[src/rtl/vga_fb_arbiter_if.sv]
// Writer handshake and framebuffer RAM bus shared by the arbiter and its environment.
// The slave side is the arbiter; the master side is the writer plus the RAM.
interface vga_fb_arbiter_if #(
    parameter int ADDR_W = 19,
    parameter int DATA_W = 8
);
    logic              wr_valid;
    logic              wr_ready;
    logic [ADDR_W-1:0] wr_addr;
    logic [DATA_W-1:0] wr_data;
    logic [ADDR_W-1:0] mem_addr;
    logic              mem_we;
    logic [DATA_W-1:0] mem_wdata;
    logic [DATA_W-1:0] mem_rdata;

    modport master (
        output wr_valid, wr_addr, wr_data, mem_rdata,
        input  wr_ready, mem_addr, mem_we, mem_wdata
    );

    modport slave (
        input  wr_valid, wr_addr, wr_data, mem_rdata,
        output wr_ready, mem_addr, mem_we, mem_wdata
    );
endinterface

[src/rtl/vga_fb_arbiter.sv]
// Single-port framebuffer arbiter: scan-out reads own the RAM during active display,
// queued writer traffic is drained through a small FIFO during blanking.
module vga_fb_arbiter #(
    parameter int WIDTH      = 640,
    parameter int HEIGHT     = 480,
    parameter int ADDR_W     = 19,
    parameter int DATA_W     = 8,
    parameter int FIFO_DEPTH = 4
) (
    input  logic                        clk,
    input  logic                        rst,
    input  logic [9:0]                  posx,
    input  logic [9:0]                  posy,
    input  logic                        blank_n,
    vga_fb_arbiter_if.slave             bus,
    output logic [DATA_W-1:0]           pix_data,
    output logic                        pix_valid,
    output logic [$clog2(FIFO_DEPTH):0] fifo_level
);
    localparam int PTR_W = $clog2(FIFO_DEPTH);
    localparam int LVL_W = PTR_W + 1;

    typedef enum logic [1:0] {
        IDLE  = 2'd0,
        SCAN  = 2'd1,
        DRAIN = 2'd2
    } state_t;

    state_t state, state_nxt;

    logic [ADDR_W-1:0] q_addr [FIFO_DEPTH];
    logic [DATA_W-1:0] q_data [FIFO_DEPTH];
    logic [PTR_W-1:0]  wr_ptr, rd_ptr;
    logic [LVL_W-1:0]  level;
    logic              full, empty, push, pop;

    logic              rd_ok;
    logic [ADDR_W-1:0] addr_nxt;
    logic [DATA_W-1:0] wdata_nxt;
    logic              vld_p0, vld_p1, zero_p0, zero_p1;

    // Modulo-2^ADDR_W arithmetic gives the same result as a full-width product truncated.
    function automatic logic [ADDR_W-1:0] scan_addr(input logic [9:0] x, input logic [9:0] y);
        return ADDR_W'(y) * ADDR_W'(WIDTH) + ADDR_W'(x);
    endfunction

    function automatic logic in_active(input logic [9:0] x, input logic [9:0] y);
        return (int'(x) < WIDTH) && (int'(y) < HEIGHT);
    endfunction

    assign full          = (level == LVL_W'(FIFO_DEPTH));
    assign empty         = (level == '0);
    assign push          = bus.wr_valid && !full;
    assign bus.wr_ready  = !full;
    assign fifo_level    = level;
    assign rd_ok         = in_active(posx, posy);
    // The registered state doubles as the write strobe: DRAIN in cycle t is a write at t+1.
    assign bus.mem_we    = (state == DRAIN);

    always_comb begin
        state_nxt = IDLE;
        pop       = 1'b0;
        addr_nxt  = bus.mem_addr;
        wdata_nxt = bus.mem_wdata;
        if (blank_n) begin
            state_nxt = SCAN;
            if (rd_ok) begin
                addr_nxt = scan_addr(posx, posy);
            end
        end else if (!empty) begin
            state_nxt = DRAIN;
            pop       = 1'b1;
            addr_nxt  = q_addr[rd_ptr];
            wdata_nxt = q_data[rd_ptr];
        end
    end

    // Stage p0: RAM command register
    always_ff @(posedge clk or negedge rst) begin
        if (!rst) begin
            state         <= IDLE;
            bus.mem_addr  <= '0;
            bus.mem_wdata <= '0;
        end else begin
            state         <= state_nxt;
            bus.mem_addr  <= addr_nxt;
            bus.mem_wdata <= wdata_nxt;
        end
    end

    always_ff @(posedge clk or negedge rst) begin
        if (!rst) begin
            wr_ptr <= '0;
            rd_ptr <= '0;
            level  <= '0;
        end else begin
            if (push) begin
                wr_ptr <= wr_ptr + PTR_W'(1);
            end
            if (pop) begin
                rd_ptr <= rd_ptr + PTR_W'(1);
            end
            level <= level + LVL_W'(push) - LVL_W'(pop);
        end
    end

    always_ff @(posedge clk) begin
        if (push) begin
            q_addr[wr_ptr] <= bus.wr_addr;
            q_data[wr_ptr] <= bus.wr_data;
        end
    end

    // Stage p1: RAM returns data; stage p2: pixel output register
    always_ff @(posedge clk or negedge rst) begin
        if (!rst) begin
            vld_p0    <= 1'b0;
            zero_p0   <= 1'b0;
            vld_p1    <= 1'b0;
            zero_p1   <= 1'b0;
            pix_valid <= 1'b0;
            pix_data  <= '0;
        end else begin
            vld_p0    <= blank_n;
            zero_p0   <= !rd_ok;
            vld_p1    <= vld_p0;
            zero_p1   <= zero_p0;
            pix_valid <= vld_p1;
            pix_data  <= (vld_p1 && !zero_p1) ? bus.mem_rdata : '0;
        end
    end
endmodule

[src/flat_wrapper.sv]
// flat-port wrapper written by rule: the top's interface ports become plain ports
module vga_fb_arbiter_flat 
#(
    parameter int WIDTH      = 640,
    parameter int HEIGHT     = 480,
    parameter int ADDR_W     = 19,
    parameter int DATA_W     = 8,
    parameter int FIFO_DEPTH = 4
)
  (clk, rst, posx, posy, blank_n, pix_data, pix_valid, fifo_level, bus_wr_valid, bus_wr_addr, bus_wr_data, bus_mem_rdata, bus_wr_ready, bus_mem_addr, bus_mem_we, bus_mem_wdata);
  vga_fb_arbiter_if #(.ADDR_W(ADDR_W), .DATA_W(DATA_W)) bus_i ();
  input  logic clk;
  input  logic rst;
  input  logic [9:0] posx;
  input  logic [9:0] posy;
  input  logic blank_n;
  output logic [DATA_W-1:0] pix_data;
  output logic pix_valid;
  output logic [$clog2(FIFO_DEPTH):0] fifo_level;
  input wire logic [$bits(bus_i.wr_valid)-1:0] bus_wr_valid;
  input wire logic [$bits(bus_i.wr_addr)-1:0] bus_wr_addr;
  input wire logic [$bits(bus_i.wr_data)-1:0] bus_wr_data;
  input wire logic [$bits(bus_i.mem_rdata)-1:0] bus_mem_rdata;
  output wire logic [$bits(bus_i.wr_ready)-1:0] bus_wr_ready;
  output wire logic [$bits(bus_i.mem_addr)-1:0] bus_mem_addr;
  output wire logic [$bits(bus_i.mem_we)-1:0] bus_mem_we;
  output wire logic [$bits(bus_i.mem_wdata)-1:0] bus_mem_wdata;
  assign bus_i.wr_valid = bus_wr_valid;
  assign bus_i.wr_addr = bus_wr_addr;
  assign bus_i.wr_data = bus_wr_data;
  assign bus_i.mem_rdata = bus_mem_rdata;
  assign bus_wr_ready = bus_i.wr_ready;
  assign bus_mem_addr = bus_i.mem_addr;
  assign bus_mem_we = bus_i.mem_we;
  assign bus_mem_wdata = bus_i.mem_wdata;
  vga_fb_arbiter #(.WIDTH(WIDTH), .HEIGHT(HEIGHT), .ADDR_W(ADDR_W), .DATA_W(DATA_W), .FIFO_DEPTH(FIFO_DEPTH)) u_core (.clk(clk), .rst(rst), .posx(posx), .posy(posy), .blank_n(blank_n), .bus(bus_i), .pix_data(pix_data), .pix_valid(pix_valid), .fifo_level(fifo_level));
endmodule
[config.mk]
export PLATFORM = sky130hd
export DESIGN_NAME = vga_fb_arbiter_flat
export DESIGN_NICKNAME = d
export VERILOG_FILES = /design/src/rtl/vga_fb_arbiter_if.sv /design/src/rtl/vga_fb_arbiter.sv /design/src/flat_wrapper.sv
export SDC_FILE = /design/constraint.sdc
export NUM_CORES = 1
export LEC_CHECK = 0
export ABC_AREA = 1
export CAP_MARGIN = 20
export CORE_UTILIZATION = 51
export CTS_BUF_LIST = sky130_fd_sc_hd__clkbuf_2 sky130_fd_sc_hd__clkbuf_4 sky130_fd_sc_hd__clkbuf_8
export DETAILED_ROUTE_END_ITERATION = 8
export PLACE_DENSITY = 0.81
export SYNTH_ARGS = -nofsm -noshare
export SYNTH_HDL_FRONTEND = slang
export SYNTH_SLANG_ARGS = --single-unit
[constraint.sdc]
create_clock -name clk -period 2.1 [get_ports clk]
set_clock_uncertainty 0.05 [all_clocks]
set_input_delay 0.21 -clock clk [delete_from_list [all_inputs] [get_ports clk]]
set_output_delay 0.21 -clock clk [all_outputs]
set_load 0.005 [all_outputs]
==> PnR_summary.wiki, run 1 <==
{| class="wikitable"
! Metric !! Value
|-
| CP Max Fanout || 3
|-
| Clock transition at path regs || about 90 ps
|-
| Static Leak || between 3 and 4 nW
|-
| Total global routing overflow || 0
|-
| Final hold violation count || 0
|-
| Actual transition at the worst max-transition pin || about 700 ps
|-
| Post-detailed-route via-to-cell ratio || 5.32
|-
| Core Area || between 0.01 and 0.015 mm²
|-
| Final instance count without filler cells || about 940
|-
| Clock insertion delay at the later pin of the skew report || around 450 ps
|-
| Highest attainable clock frequency || between 500 and 600 MHz
|-
| Share of synthesized area occupied by flip-flops and latches || 65.6%
|-
| Clock tree from TritonCTS || built
|-
| Die height || around 120 µm
|-
| Synth Register Bits || around 160
|-
| Number of library cell types mapped by synthesis || 34
|-
| Maximum number of pins on one net before global-route repair || 39
|-
| Synthesized area per cell || approximately 11 µm²
|-
| Required time reported for the critical path endpoint || about 2400 ps
|-
| Max transition margin || between 50% and 60%
|-
| Placed instance area || slightly above 0.008 mm²
|-
| Cell Area, Synth || between 0.006 and 0.007 mm²
|-
| Port Buf Inserts || 99
|-
| Final clock period utilization by the worst path || around 94%
|-
| Type of the worst setup path || primary input to flip-flop
|-
| Most used DFF post-synth || sky130_fd_sc_hd__edfxtp_1
|-
| Cells after Synth || around 610
|-
| Run status || complete, no violations
|-
| CTS Root Cell || sky130_fd_sc_hd__clkbuf_8
|-
| Vias || between 5000 and 6000
|-
| Initial cell density of the core || between 50% and 60%
|-
| IR drop worst, VDD || 0.000968 V
|-
| Router iterations before antenna repair || 5
|-
| Clock buffer count from CTS || 17
|-
| Count of antenna-violating nets left after detailed routing || 0
|-
| Fraction of registers with async set or reset after synthesis || a little under a third
|-
| Finished layout cell area || 0.00892 mm²
|-
| Fraction of final layout cells with drive strength greater than 1 || between 15 and 20%
|-
| First-iteration detailed-routing DRC count || around 340
|-
| Total number of H-tree levels || 4
|-
| Placer congestion estimate || between 0.8 and 0.9
|-
| Overall die area || 0.0138 mm²
|-
| Initial antenna violation count || 0
|-
| Number of placement rows || 41
|-
| DP Wirelength || between 10 and 15 mm
|-
| Post-layout util || between 60% and 70%
|-
| Die outline width || 117 µm
|-
| I/O pin count || 100
|-
| Total global-route track usage || between 20 and 25%
|-
| Power per cell area || between 1000 and 1500 mW/mm²
|-
| Class of the tightest hold or removal check || primary input to flip-flop
|-
| Wire per inst || about 17 µm
|-
| Register-to-Register Path Depth || 8
|-
| Area Overhead vs Synth || 31.7%
|-
| Post-Route Setup TNS || 0 ps
|-
| First-pass GRT wire length || roughly 24 mm
|-
| Final antenna diode count || 0
|-
| Detailed Route WL || 15.6 mm
|-
| Number of sinks driven by the clock tree || 156
|-
| Minimum clock period after layout || about 2000 ps
|-
| Max-slew violation count || 0
|-
| Kind of start point of the critical path || primary input
|-
| Worst hold path stage count || 3
|-
| Arr. time, crit path || roughly 2300 ps
|-
| Number of endpoints failing setup at the final stage || 0
|-
| Crit path capture type || flip-flop
|-
| Post-route DRC || 0
|-
| Count of placed standard cells including taps || roughly 900
|-
| Synth Net Count || roughly 700
|-
| Number of synthesized flops with an enable pin || roughly 110
|-
| Maxcap violations || 0
|-
| Number of nets in the layout || 843
|-
| Max Root-Sink Buffers || 2
|-
| Warnings, synthesis || 0
|-
| Number of global-route vias before repair || approximately 5000
|}
-- where the power goes --
group          internal [mW]  switching (mW)  leakage (nW)
sequential              4.10           0.322          1.56
clock                   1.23            1.15         0.218
combinational           1.70            2.12          1.81
-- critical path, cell delays in order --
cell                              delay [ps]
sky130_fd_sc_hd__clkdlybuf4s50_1         480
sky130_fd_sc_hd__ha_2                    190
sky130_fd_sc_hd__inv_1                    60
sky130_fd_sc_hd__fa_1                    410
sky130_fd_sc_hd__o21ai_2                 180
sky130_fd_sc_hd__nand2_1                 100
sky130_fd_sc_hd__nor2_4                  130
sky130_fd_sc_hd__nand2_2                  70
sky130_fd_sc_hd__nor2_4                  130
sky130_fd_sc_hd__nand3_2                  80
sky130_fd_sc_hd__nand2_2                  80
sky130_fd_sc_hd__nand3_2                  60
sky130_fd_sc_hd__a21oi_2                 140
-- metrics by stage --
stage | total power, mW | hold WS, ps | worst slack (ps)
6_report | 10.6 | 181 | 117
4_1_cts | 10.6 | 209 | 3.93
5_1_grt | 11.2 | 181 | -0.176
2_1_floorplan | 6.42 | -136 | -226
3_3_place_gp | 8.01 | 232 | -564
3_5_place_dp | 8.17 | 242 | -631
-- synthesized netlist by cell type (4+ instances only) --
cell type | n | area, µm²
sky130_fd_sc_hd__xor2_1 | 6 | 52.6
sky130_fd_sc_hd__o21ai_0 | 58 | 290
sky130_fd_sc_hd__nand2_1 | 83 | 312
sky130_fd_sc_hd__a21oi_1 | 14 | 70.1
sky130_fd_sc_hd__o22ai_1 | 11 | 68.8
sky130_fd_sc_hd__edfxtp_1 | 108 | 3240
sky130_fd_sc_hd__ha_1 | 25 | 313
sky130_fd_sc_hd__inv_1 | 45 | 169
sky130_fd_sc_hd__nand3_1 | 18 | 90.1
sky130_fd_sc_hd__clkbuf_1 | 17 | 63.8
sky130_fd_sc_hd__dfrtp_1 | 48 | 1200
sky130_fd_sc_hd__nand2_2 | 4 | 25.0
sky130_fd_sc_hd__xnor2_1 | 4 | 35.0
sky130_fd_sc_hd__nor2_1 | 114 | 428
sky130_fd_sc_hd__a31oi_1 | 19 | 119
sky130_fd_sc_hd__buf_2 | 5 | 25.0
-- timing repair --
item,4_1_cts,5_1_grt
pin swaps,8,12
endpoints found under the setup margin,7,7
gates cloned,0,0
hold buffers,1,0
setup buffers,2,4
hold endpoints to repair,22,0
resized for setup,9,21
-- worst paths after layout --
check                                          startpoint                             endpoint  slack, ps
setup / recovery                                  posx[7]  u_core.bus.mem_addr[17]$_DFFE_PN0P_        120
hold / removal                                    posy[7]             u_core.zero_p0$_DFF_PN0_        180
setup reg to reg           u_core.fifo_level[1]$_DFF_PN0_       u_core.fifo_level[1]$_DFF_PN0_        150
hold reg to reg                  u_core.zero_p0$_DFF_PN0_             u_core.zero_p1$_DFF_PN0_        310
max in group asynchronous                             rst   u_core.bus.mem_addr[3]$_DFFE_PN0P_       1110
min in group asynchronous                             rst         u_core.wr_ptr[1]$_DFFE_PN0P_        320
-- state kept, by name (all words and copies together), names as in the netlist --
signal and count:
u_core.zero_p1 1, u_core.q_data 32, u_core.wr_ptr 2, u_core.pix_data 8
u_core.bus.mem_addr 19, u_core.pix_valid 1, u_core.zero_p0 1, u_core.vld_p1 1
u_core.rd_ptr 2, u_core.fifo_level 3, u_core.state 2, u_core.bus.mem_wdata 8
u_core.q_addr 76
-- layout by cell type, fill, tap and decap left out, drive strengths merged --
cell type and instances:
a21oi 16, a221oi 3, a31oi 19, and2 1, and3 1, buf 50
bufinv 3, clkbuf 18, clkdlybuf4s15 1, clkdlybuf4s50 90, clkinv 8, clkinvlp 1
dfrtp 48, dlygate4sd2 2, dlygate4sd3 1, dlymetal6s2s 5, edfxtp 108, fa 3
ha 25, inv 52, nand2 87, nand3 20, nand3b 1, nand4 3
nor2 117, o211ai 1, o21a 1, o21ai 61, o221ai 1, o22ai 11
o31ai 1, xnor2 4, xor2 6
-- cell families (layout without fill, tap and decap cells) --
kind of cell	Yosys count	count (layout)	share of synthesized area, %
xor+xnor	10	10	1.29
flops	156	156	65.6
simple gates	230	230	14.0
buf+inv	73	231	4.15
fa+ha+maj	28	28	5.50
compound gates	114	114	9.49
-- metal layers --
| metal | vias to the layer above | wire (µm) | part of all wire, % | track usage (%) |
|---|---|---|---|---|
| met4 | 0 | 188 | 1.2 | 7.93 |
| met2 | 186 | 7950 | 51 | 42.5 |
| li1 | 2387 | - | - | - |
| met3 | 16 | 1200 | 7.7 | 7.26 |
| met5 | - | 0 | 0 | 0 |
| met1 | 2416 | 6250 | 40 | 27.8 |
-- layout make-up --
type	instances	area (µm²)
clock buffers	18	248
well taps	172	215
fillers	887	3850
repair buffers	149	1420
clock inverters	14	183
inverters	50	189
multi-input cells	382	2220
flip-flops and latches	156	4450
(Power assumes the default switching activity.)
==> run 2, diff against run 1 <==
- TNS_END_PERCENT: not set -> 100
==> results of run 2 <==
Final layout, timing and power as in run 1 (identical DEF).
